===== src/rtl/memory_arbiter_if.sv =====
// Shared types and the cache/RAM-side bus of the memory arbiter.
package memory_arbiter_pkg;
  typedef logic [31:0] word_t;
  typedef enum logic [1:0] {FREE, BUSY, ACCESS, ERROR} ramstate_t;
  typedef enum logic {IDLE, SERVE} arb_state_t;
  typedef enum logic [1:0] {IFETCH, DREAD, DWRITE} gtype_t;
endpackage

// Handshake: a cache raises iREN/dREN/dWEN with its address (and store data)
// and holds all of them stable until it sees its iwait/dwait low at a clock
// edge; wait low lasts exactly one cycle and marks the completing cycle, with
// iload/dload valid in that same cycle. On the RAM side ramREN/ramWEN act as
// valid and ramstate == ACCESS acts as ready; the access retires on the edge
// where both hold.
interface memory_arbiter_if #(parameter int CPUS = 2);
  import memory_arbiter_pkg::*;

  logic [CPUS-1:0]  iREN;
  logic [CPUS-1:0]  dREN;
  logic [CPUS-1:0]  dWEN;
  word_t [CPUS-1:0] iaddr;
  word_t [CPUS-1:0] daddr;
  word_t [CPUS-1:0] dstore;
  logic [CPUS-1:0]  iwait;
  logic [CPUS-1:0]  dwait;
  word_t [CPUS-1:0] iload;
  word_t [CPUS-1:0] dload;
  logic             ramREN;
  logic             ramWEN;
  word_t            ramaddr;
  word_t            ramstore;
  word_t            ramload;
  ramstate_t        ramstate;

  // Arbiter side.
  modport slave (
    input  iREN, dREN, dWEN, iaddr, daddr, dstore, ramload, ramstate,
    output iwait, dwait, iload, dload, ramREN, ramWEN, ramaddr, ramstore
  );

  // Caches plus RAM side.
  modport master (
    output iREN, dREN, dWEN, iaddr, daddr, dstore, ramload, ramstate,
    input  iwait, dwait, iload, dload, ramREN, ramWEN, ramaddr, ramstore
  );
endinterface


===== src/rtl/memory_arbiter.sv =====
// Round-robin arbiter between per-core icache/dcache requesters and one
// single-ported RAM. One RAM transaction at a time; two-word dcache blocks
// are locked so no other requester slips between the words.
module memory_arbiter
  import memory_arbiter_pkg::*;
#(
  parameter  int CPUS = 2,
  localparam int PW   = (CPUS > 1) ? $clog2(CPUS) : 1
) (
  input  logic             CLK,
  input  logic             nRST,
  memory_arbiter_if.slave  bus,
  output arb_state_t       state_o,
  output logic [PW-1:0]    gcpu_o,
  output gtype_t           gtype_o,
  output logic [PW-1:0]    rr_o
);

  arb_state_t state_q, state_d;
  logic [PW-1:0] gcpu_q, gcpu_d;
  gtype_t gtype_q, gtype_d;
  logic [PW-1:0] rr_q, rr_d;

  logic [CPUS-1:0]  iwait_c, dwait_c;
  word_t [CPUS-1:0] iload_c, dload_c;
  logic             ram_ren_c, ram_wen_c;
  word_t            ram_addr_c, ram_store_c;
  logic             gen_c;
  logic             found_c;
  logic [PW:0]      scan_sum_c;
  logic [PW-1:0]    scan_idx_c;
  logic [PW:0]      rr_sum_c;
  logic [PW-1:0]    rr_next_c;

  // Pointer to the core after the granted one, wrapping at CPUS.
  always_comb begin
    rr_sum_c = {1'b0, gcpu_q} + {{PW{1'b0}}, 1'b1};
    if (rr_sum_c >= (PW+1)'(CPUS)) begin
      rr_sum_c = '0;
    end
    rr_next_c = rr_sum_c[PW-1:0];
  end

  // Arbitration, RAM drive, completion routing and next-state selection.
  always_comb begin
    state_d     = state_q;
    gcpu_d      = gcpu_q;
    gtype_d     = gtype_q;
    rr_d        = rr_q;
    iwait_c     = '1;
    dwait_c     = '1;
    iload_c     = '0;
    dload_c     = '0;
    ram_ren_c   = 1'b0;
    ram_wen_c   = 1'b0;
    ram_addr_c  = '0;
    ram_store_c = '0;
    gen_c       = 1'b0;
    found_c     = 1'b0;
    scan_sum_c  = '0;
    scan_idx_c  = '0;

    case (state_q)
      IDLE: begin
        // First requesting core at or after rr wins; dWEN > dREN > iREN.
        for (int i = 0; i < CPUS; i++) begin
          scan_sum_c = {1'b0, rr_q} + (PW+1)'(i);
          if (scan_sum_c >= (PW+1)'(CPUS)) begin
            scan_sum_c = scan_sum_c - (PW+1)'(CPUS);
          end
          scan_idx_c = scan_sum_c[PW-1:0];
          if (!found_c && (bus.iREN[scan_idx_c] || bus.dREN[scan_idx_c] ||
                           bus.dWEN[scan_idx_c])) begin
            found_c = 1'b1;
            gcpu_d  = scan_idx_c;
            state_d = SERVE;
            if (bus.dWEN[scan_idx_c]) begin
              gtype_d = DWRITE;
            end else if (bus.dREN[scan_idx_c]) begin
              gtype_d = DREAD;
            end else begin
              gtype_d = IFETCH;
            end
          end
        end
      end

      SERVE: begin
        case (gtype_q)
          DWRITE:  gen_c = bus.dWEN[gcpu_q];
          DREAD:   gen_c = bus.dREN[gcpu_q];
          default: gen_c = bus.iREN[gcpu_q];
        endcase

        if (!gen_c) begin
          // Requester withdrew: drop the RAM access, keep rr where it was.
          state_d = IDLE;
        end else begin
          case (gtype_q)
            DWRITE: begin
              ram_wen_c   = 1'b1;
              ram_addr_c  = bus.daddr[gcpu_q];
              ram_store_c = bus.dstore[gcpu_q];
            end
            DREAD: begin
              ram_ren_c  = 1'b1;
              ram_addr_c = bus.daddr[gcpu_q];
            end
            default: begin
              ram_ren_c  = 1'b1;
              ram_addr_c = bus.iaddr[gcpu_q];
            end
          endcase

          // BUSY/FREE/ERROR all hold with wait high; ERROR is simply retried.
          if (bus.ramstate == ACCESS) begin
            if (gtype_q == IFETCH) begin
              iwait_c[gcpu_q] = 1'b0;
              iload_c[gcpu_q] = bus.ramload;
            end else begin
              dwait_c[gcpu_q] = 1'b0;
              if (gtype_q == DREAD) begin
                dload_c[gcpu_q] = bus.ramload;
              end
            end

            if (gtype_q != IFETCH && !ram_addr_c[2]) begin
              // First word of a dcache block: keep the grant for word two.
              if (bus.dWEN[gcpu_q]) begin
                gtype_d = DWRITE;
              end else if (bus.dREN[gcpu_q]) begin
                gtype_d = DREAD;
              end else begin
                state_d = IDLE;
                rr_d    = rr_next_c;
              end
            end else begin
              state_d = IDLE;
              rr_d    = rr_next_c;
            end
          end
        end
      end

      default: state_d = IDLE;
    endcase
  end

  // State registers with synchronous active-low reset.
  always_ff @(posedge CLK) begin
    if (!nRST) begin
      state_q <= IDLE;
      gcpu_q  <= '0;
      gtype_q <= IFETCH;
      rr_q    <= '0;
    end else begin
      state_q <= state_d;
      gcpu_q  <= gcpu_d;
      gtype_q <= gtype_d;
      rr_q    <= rr_d;
    end
  end

  assign bus.iwait    = iwait_c;
  assign bus.dwait    = dwait_c;
  assign bus.iload    = iload_c;
  assign bus.dload    = dload_c;
  assign bus.ramREN   = ram_ren_c;
  assign bus.ramWEN   = ram_wen_c;
  assign bus.ramaddr  = ram_addr_c;
  assign bus.ramstore = ram_store_c;

  assign state_o = state_q;
  assign gcpu_o  = gcpu_q;
  assign gtype_o = gtype_q;
  assign rr_o    = rr_q;

endmodule


===== src/flat_wrapper.sv =====
// flat-port wrapper written by rule: the top's interface ports become plain ports
module memory_arbiter_flat import memory_arbiter_pkg::*;
#(
  parameter  int CPUS = 2,
  localparam int PW   = (CPUS > 1) ? $clog2(CPUS) : 1
)
  (CLK, nRST, state_o, gcpu_o, gtype_o, rr_o, bus_iREN, bus_dREN, bus_dWEN, bus_iaddr, bus_daddr, bus_dstore, bus_ramload, bus_ramstate, bus_iwait, bus_dwait, bus_iload, bus_dload, bus_ramREN, bus_ramWEN, bus_ramaddr, bus_ramstore);
  memory_arbiter_if #(.CPUS(CPUS)) bus_i ();
  input  logic CLK;
  input  logic nRST;
  output arb_state_t state_o;
  output logic [PW-1:0] gcpu_o;
  output gtype_t gtype_o;
  output logic [PW-1:0] rr_o;
  input wire logic [$bits(bus_i.iREN)-1:0] bus_iREN;
  input wire logic [$bits(bus_i.dREN)-1:0] bus_dREN;
  input wire logic [$bits(bus_i.dWEN)-1:0] bus_dWEN;
  input wire logic [$bits(bus_i.iaddr)-1:0] bus_iaddr;
  input wire logic [$bits(bus_i.daddr)-1:0] bus_daddr;
  input wire logic [$bits(bus_i.dstore)-1:0] bus_dstore;
  input wire logic [$bits(bus_i.ramload)-1:0] bus_ramload;
  input wire logic [$bits(bus_i.ramstate)-1:0] bus_ramstate;
  output wire logic [$bits(bus_i.iwait)-1:0] bus_iwait;
  output wire logic [$bits(bus_i.dwait)-1:0] bus_dwait;
  output wire logic [$bits(bus_i.iload)-1:0] bus_iload;
  output wire logic [$bits(bus_i.dload)-1:0] bus_dload;
  output wire logic [$bits(bus_i.ramREN)-1:0] bus_ramREN;
  output wire logic [$bits(bus_i.ramWEN)-1:0] bus_ramWEN;
  output wire logic [$bits(bus_i.ramaddr)-1:0] bus_ramaddr;
  output wire logic [$bits(bus_i.ramstore)-1:0] bus_ramstore;
  assign bus_i.iREN = bus_iREN;
  assign bus_i.dREN = bus_dREN;
  assign bus_i.dWEN = bus_dWEN;
  assign bus_i.iaddr = bus_iaddr;
  assign bus_i.daddr = bus_daddr;
  assign bus_i.dstore = bus_dstore;
  assign bus_i.ramload = bus_ramload;
  assign bus_i.ramstate = bus_ramstate;
  assign bus_iwait = bus_i.iwait;
  assign bus_dwait = bus_i.dwait;
  assign bus_iload = bus_i.iload;
  assign bus_dload = bus_i.dload;
  assign bus_ramREN = bus_i.ramREN;
  assign bus_ramWEN = bus_i.ramWEN;
  assign bus_ramaddr = bus_i.ramaddr;
  assign bus_ramstore = bus_i.ramstore;
  memory_arbiter #(.CPUS(CPUS)) u_core (.CLK(CLK), .nRST(nRST), .bus(bus_i), .state_o(state_o), .gcpu_o(gcpu_o), .gtype_o(gtype_o), .rr_o(rr_o));
endmodule

===== config.mk =====
export PLATFORM = sky130hd
export DESIGN_NAME = memory_arbiter_flat
export DESIGN_NICKNAME = d
export VERILOG_FILES = /design/src/rtl/memory_arbiter_if.sv /design/src/rtl/memory_arbiter.sv /design/src/flat_wrapper.sv
export SDC_FILE = /design/constraint.sdc
export NUM_CORES = 1
export LEC_CHECK = 0
export BUFFER_PORTS_ARGS = -buffer_cell sky130_fd_sc_hd__buf_2
export CAP_MARGIN = 10
export CORE_AREA = 2 2 169 171
export CTS_CLUSTER_DIAMETER = 40
export DETAILED_ROUTE_END_ITERATION = 6
export DIE_AREA = 0 0 171 173
export PLACE_DENSITY_LB_ADDON = 0.05
export SETUP_SLACK_MARGIN = 0.1
export SLEW_MARGIN = 20
export SYNTH_ARGS = -nofsm -noshare
export SYNTH_HDL_FRONTEND = slang
export SYNTH_SLANG_ARGS = --single-unit

===== constraint.sdc =====
create_clock -name CLK -period 4.9 [get_ports CLK]
set_clock_uncertainty 0.15 [all_clocks]
set_input_delay 0.245 -clock CLK [delete_from_list [all_inputs] [get_ports CLK]]
set_output_delay 0.245 -clock CLK [all_outputs]
set_load 0.05 [all_outputs]

==> impl_metrics.py <==
metrics = {
    "timing": {
        "slew_headroom": 0.5186,
        "hold-worst-slack_ns": 0.1944,
        "rsz0062_at_grt": "no",
        "tightest_slew_ns": 0.7220,
        "finalCritPeriodShare": 0.7060,
        "fin_crit_ns": 3.459,
        "slew_violations": 0,
        "fmax_mhz": 289.1,
        "hold_viol_final": 0,
        "finalSetupViolations": 0,
        "final.setup.tns_ns": 0,
    },
    "synth": {
        "yosys.area_share.adder": 0.01693,
        "synth-xor-area-share": 0,
        "ys.flop_type": "dfxtp_1",
        "synth_common_cells": "120 x and2_1, 49 x nor2_1, 37 x mux2i_1",
        "ys_seq_area_frac": 0.03387,
        "yosys-top-cells-area": "and2_1 25%, mux4_2 24%, mux2i_1 13%",
        "synth_compound_area_frac": 0.06224,
        "yosysWarnings": 0,
        "async_flop_share": 0,
        "synth_top_family_by_area": "simple AND/OR/NAND/NOR gates",
        "synth.distinct_cells": 41,
        "yosys.area.top_type_share": 0.2540,
        "synth.cell_area_sq_um": 2955,
        "yosysMostFrequentCell": "and2_1",
        "syn_nets": 611,
        "synthMuxAreaShare": 0.3692,
        "yosys.area_share.simple": 0.4513,
        "postSynthAreaPerCell_sq_um": 7.923,
        "synth_top_cell_by_area": "and2_1",
        "synthCells": 373,
        "synth_enable_flop_cells": 0,
        "synth-seq-cells": 5,
    },
    "floorplanning": {
        "start_util": 0.1070,
        "die_h_um": 173,
        "rows": 61,
        "fp.dieW_um": 171,
        "coreArea_sq_um": 27630,
        "die_area_sq_um": 29580,
        "ios": 437,
    },
    "placed_design": {
        "place.gp.congestion": 0.7634,
        "dp_hpwl_mm": 17.52,
        "io_buffers": 436,
    },
    "clocking": {
        "cts_buffer_depth": 2,
        "path_clk_slew_ns": 0.03,
        "insertion_delay_ns": 0.23,
        "h-tree-depth": 1,
        "ctsResizeCount": 0,
        "ctsHoldBuffers": 0,
        "cts-buffers-inserted": 3,
        "cts_setup_buffers": 0,
        "cts_num_sinks": 5,
        "root_buffer": "clkbuf_16",
        "cts_tree": "done",
    },
    "pwr": {
        "max-vdd-ir-drop_mv": 0.08093,
        "leakagePower_nw": 3.038,
        "powerDensity_nw_per_um2": 126.6,
        "total_power_uw": 710.8,
    },
    "worst_hold_path": {
        "hold_class": "input pin to flop",
        "hp-start": "nRST",
    },
    "drt": {
        "wl_per_cell_um": 17.17,
        "wl_mm": 20.08,
        "drc": 0,
        "vias": 4334,
        "drt_iter0_drc": 92,
        "via_per_inst": 3.707,
        "ant_nets": 0,
        "dr.pass1.iters": 4,
    },
    "global_route": {
        "grt_pass1_wl_mm": 28.28,
        "grt_max_degree": 46,
        "grt-ovfl-total": 0,
        "grt_pass1_vias": 4410,
        "globalRouteTotalUtil": 0.1266,
        "grt_antenna_before_repair": 6,
    },
    "finish": {
        "nFillCells": 3243,
        "final_util": 0.2032,
        "seqCellArea_sq_um": 103.9,
        "drive_above_1_share": 0.6239,
        "fin_nets": 1026,
        "syn2layout_area_growth_pct": 89.97,
        "multi_input_area_sq_um": 2665,
    },
    "critical_path": {
        "worstSetupEndpoint": "bus_iload[7]",
        "r2r_start": "u_core.gtype_o[1]$_SDFFE_PN0P_",
        "crit_buf_inv": 2,
        "endpoint_kind": "output pin",
        "path_max_fanout": 45,
        "cp_top_family": "simple AND/OR/NAND/NOR gates",
        "crit_path_max_incr_delay_ns": 0.80,
        "cp_cell_sequence": "mux2_2, and4_1, nor2_4, nor4b_4, buf_4, and2_1, buf_2",
        "r2r_slack_ns": 1.85,
        "ff2ff_path_depth": 8,
        "critical_path_required_ns": 4.51,
        "path_depth": 7,
        "path_class": "flop to output pin",
        "worst_r2r_endpoint": "u_core.gtype_o[0]$_SDFFE_PN0P_",
        "start_kind": "flop",
        "startpoint": "u_core.gcpu_o$_SDFFE_PN0P_",
        "worst_path_max_delay_cell": "dfxtp_4",
        "arrival_ns": 3.06,
    },
    "run": {
        "max_cap_viol_count": 0,
    },
    "run_status": {
        "outcome": "finished clean",
    },
}
-- power breakdown --
| group | switching (mW) | total, mW | internal [mW] |
|---|---|---|---|
| clock | 0.0256 | 0.133 | 0.108 |
| sequential | 0.0126 | 0.0569 | 0.0443 |
| combinational | 0.307 | 0.521 | 0.214 |
-- per-layer routing --
| metal | track usage | vias up | share of wire |
|---|---|---|---|
| met5 | 0 | - | 0 |
| met4 | 0.02578 | 0 | 0.012 |
| li1 | - | 2108 | - |
| met3 | 0.02953 | 14 | 0.095 |
| met1 | 0.1322 | 1938 | 0.36 |
| met2 | 0.2517 | 274 | 0.53 |
-- layout make-up --
| cell class | count | share of cell area |
|---|---|---|
| Multi-Input combinational cell | 323 | 0.4747 |
| Timing Repair Buffer | 444 | 0.3994 |
| Tap cell | 378 | 0.08424 |
| Sequential cell | 5 | 0.01850 |
| Clock buffer | 4 | 0.01404 |
| Inverter | 11 | 0.007355 |
| Antenna cell | 4 | 0.001783 |
-- flip-flops by register name (all words and copies together), names as in the netlist --
register and flops:
u_core.gtype_o 2, u_core.gcpu_o 1, u_core.rr_o 1, u_core.state_o 1
-- placed cells by master (no fill, tap or decap), types with 2 or more instances in the layout --
cell,n
and2_1,120
inv_1,11
nor2b_1,32
nor3_1,4
nand2_1,11
ha_1,3
mux2_2,2
nor2_1,49
a21oi_1,2
o21ai_0,3
buf_2,436
nor4b_1,2
buf_4,8
clkbuf_16,3
o32ai_1,4
dfxtp_1,4
diode_2,4
nand2b_1,2
mux2i_1,37
mux4_2,31
-- kinds of logic after synthesis --
group	count (synthesis)
compound gates	20
flops	5
buf+inv	45
simple gates	229
fa+ha+maj	4
mux	70
-- stage by stage --
step,setup slack [ns],area [sq um],std cells
6_report,1.441,5614,1169
5_1_grt,1.191,5612,1168
4_1_cts,1.347,5604,1165
3_5_place_dp,1.586,5525,1161
3_3_place_gp,1.564,5525,1161
2_1_floorplan,1.320,2955,373
-- worst min path at each step --
stage / endpoint / slack [ns] / cells past startpoint
6_report: u_core.gcpu_o$_SDFFE_PN0P_ / 0.19 / 2
3_5_place_dp: u_core.gtype_o[0]$_SDFFE_PN0P_ / 0.35 / 2
2_1_floorplan: u_core.gcpu_o$_SDFFE_PN0P_ / 0.22 / 1
5_1_grt: u_core.rr_o$_SDFFE_PN0P_ / 0.20 / 2
3_3_place_gp: u_core.gtype_o[0]$_SDFFE_PN0P_ / 0.36 / 2
4_1_cts: u_core.gcpu_o$_SDFFE_PN0P_ / 0.20 / 2
(Power assumes the default switching activity.)
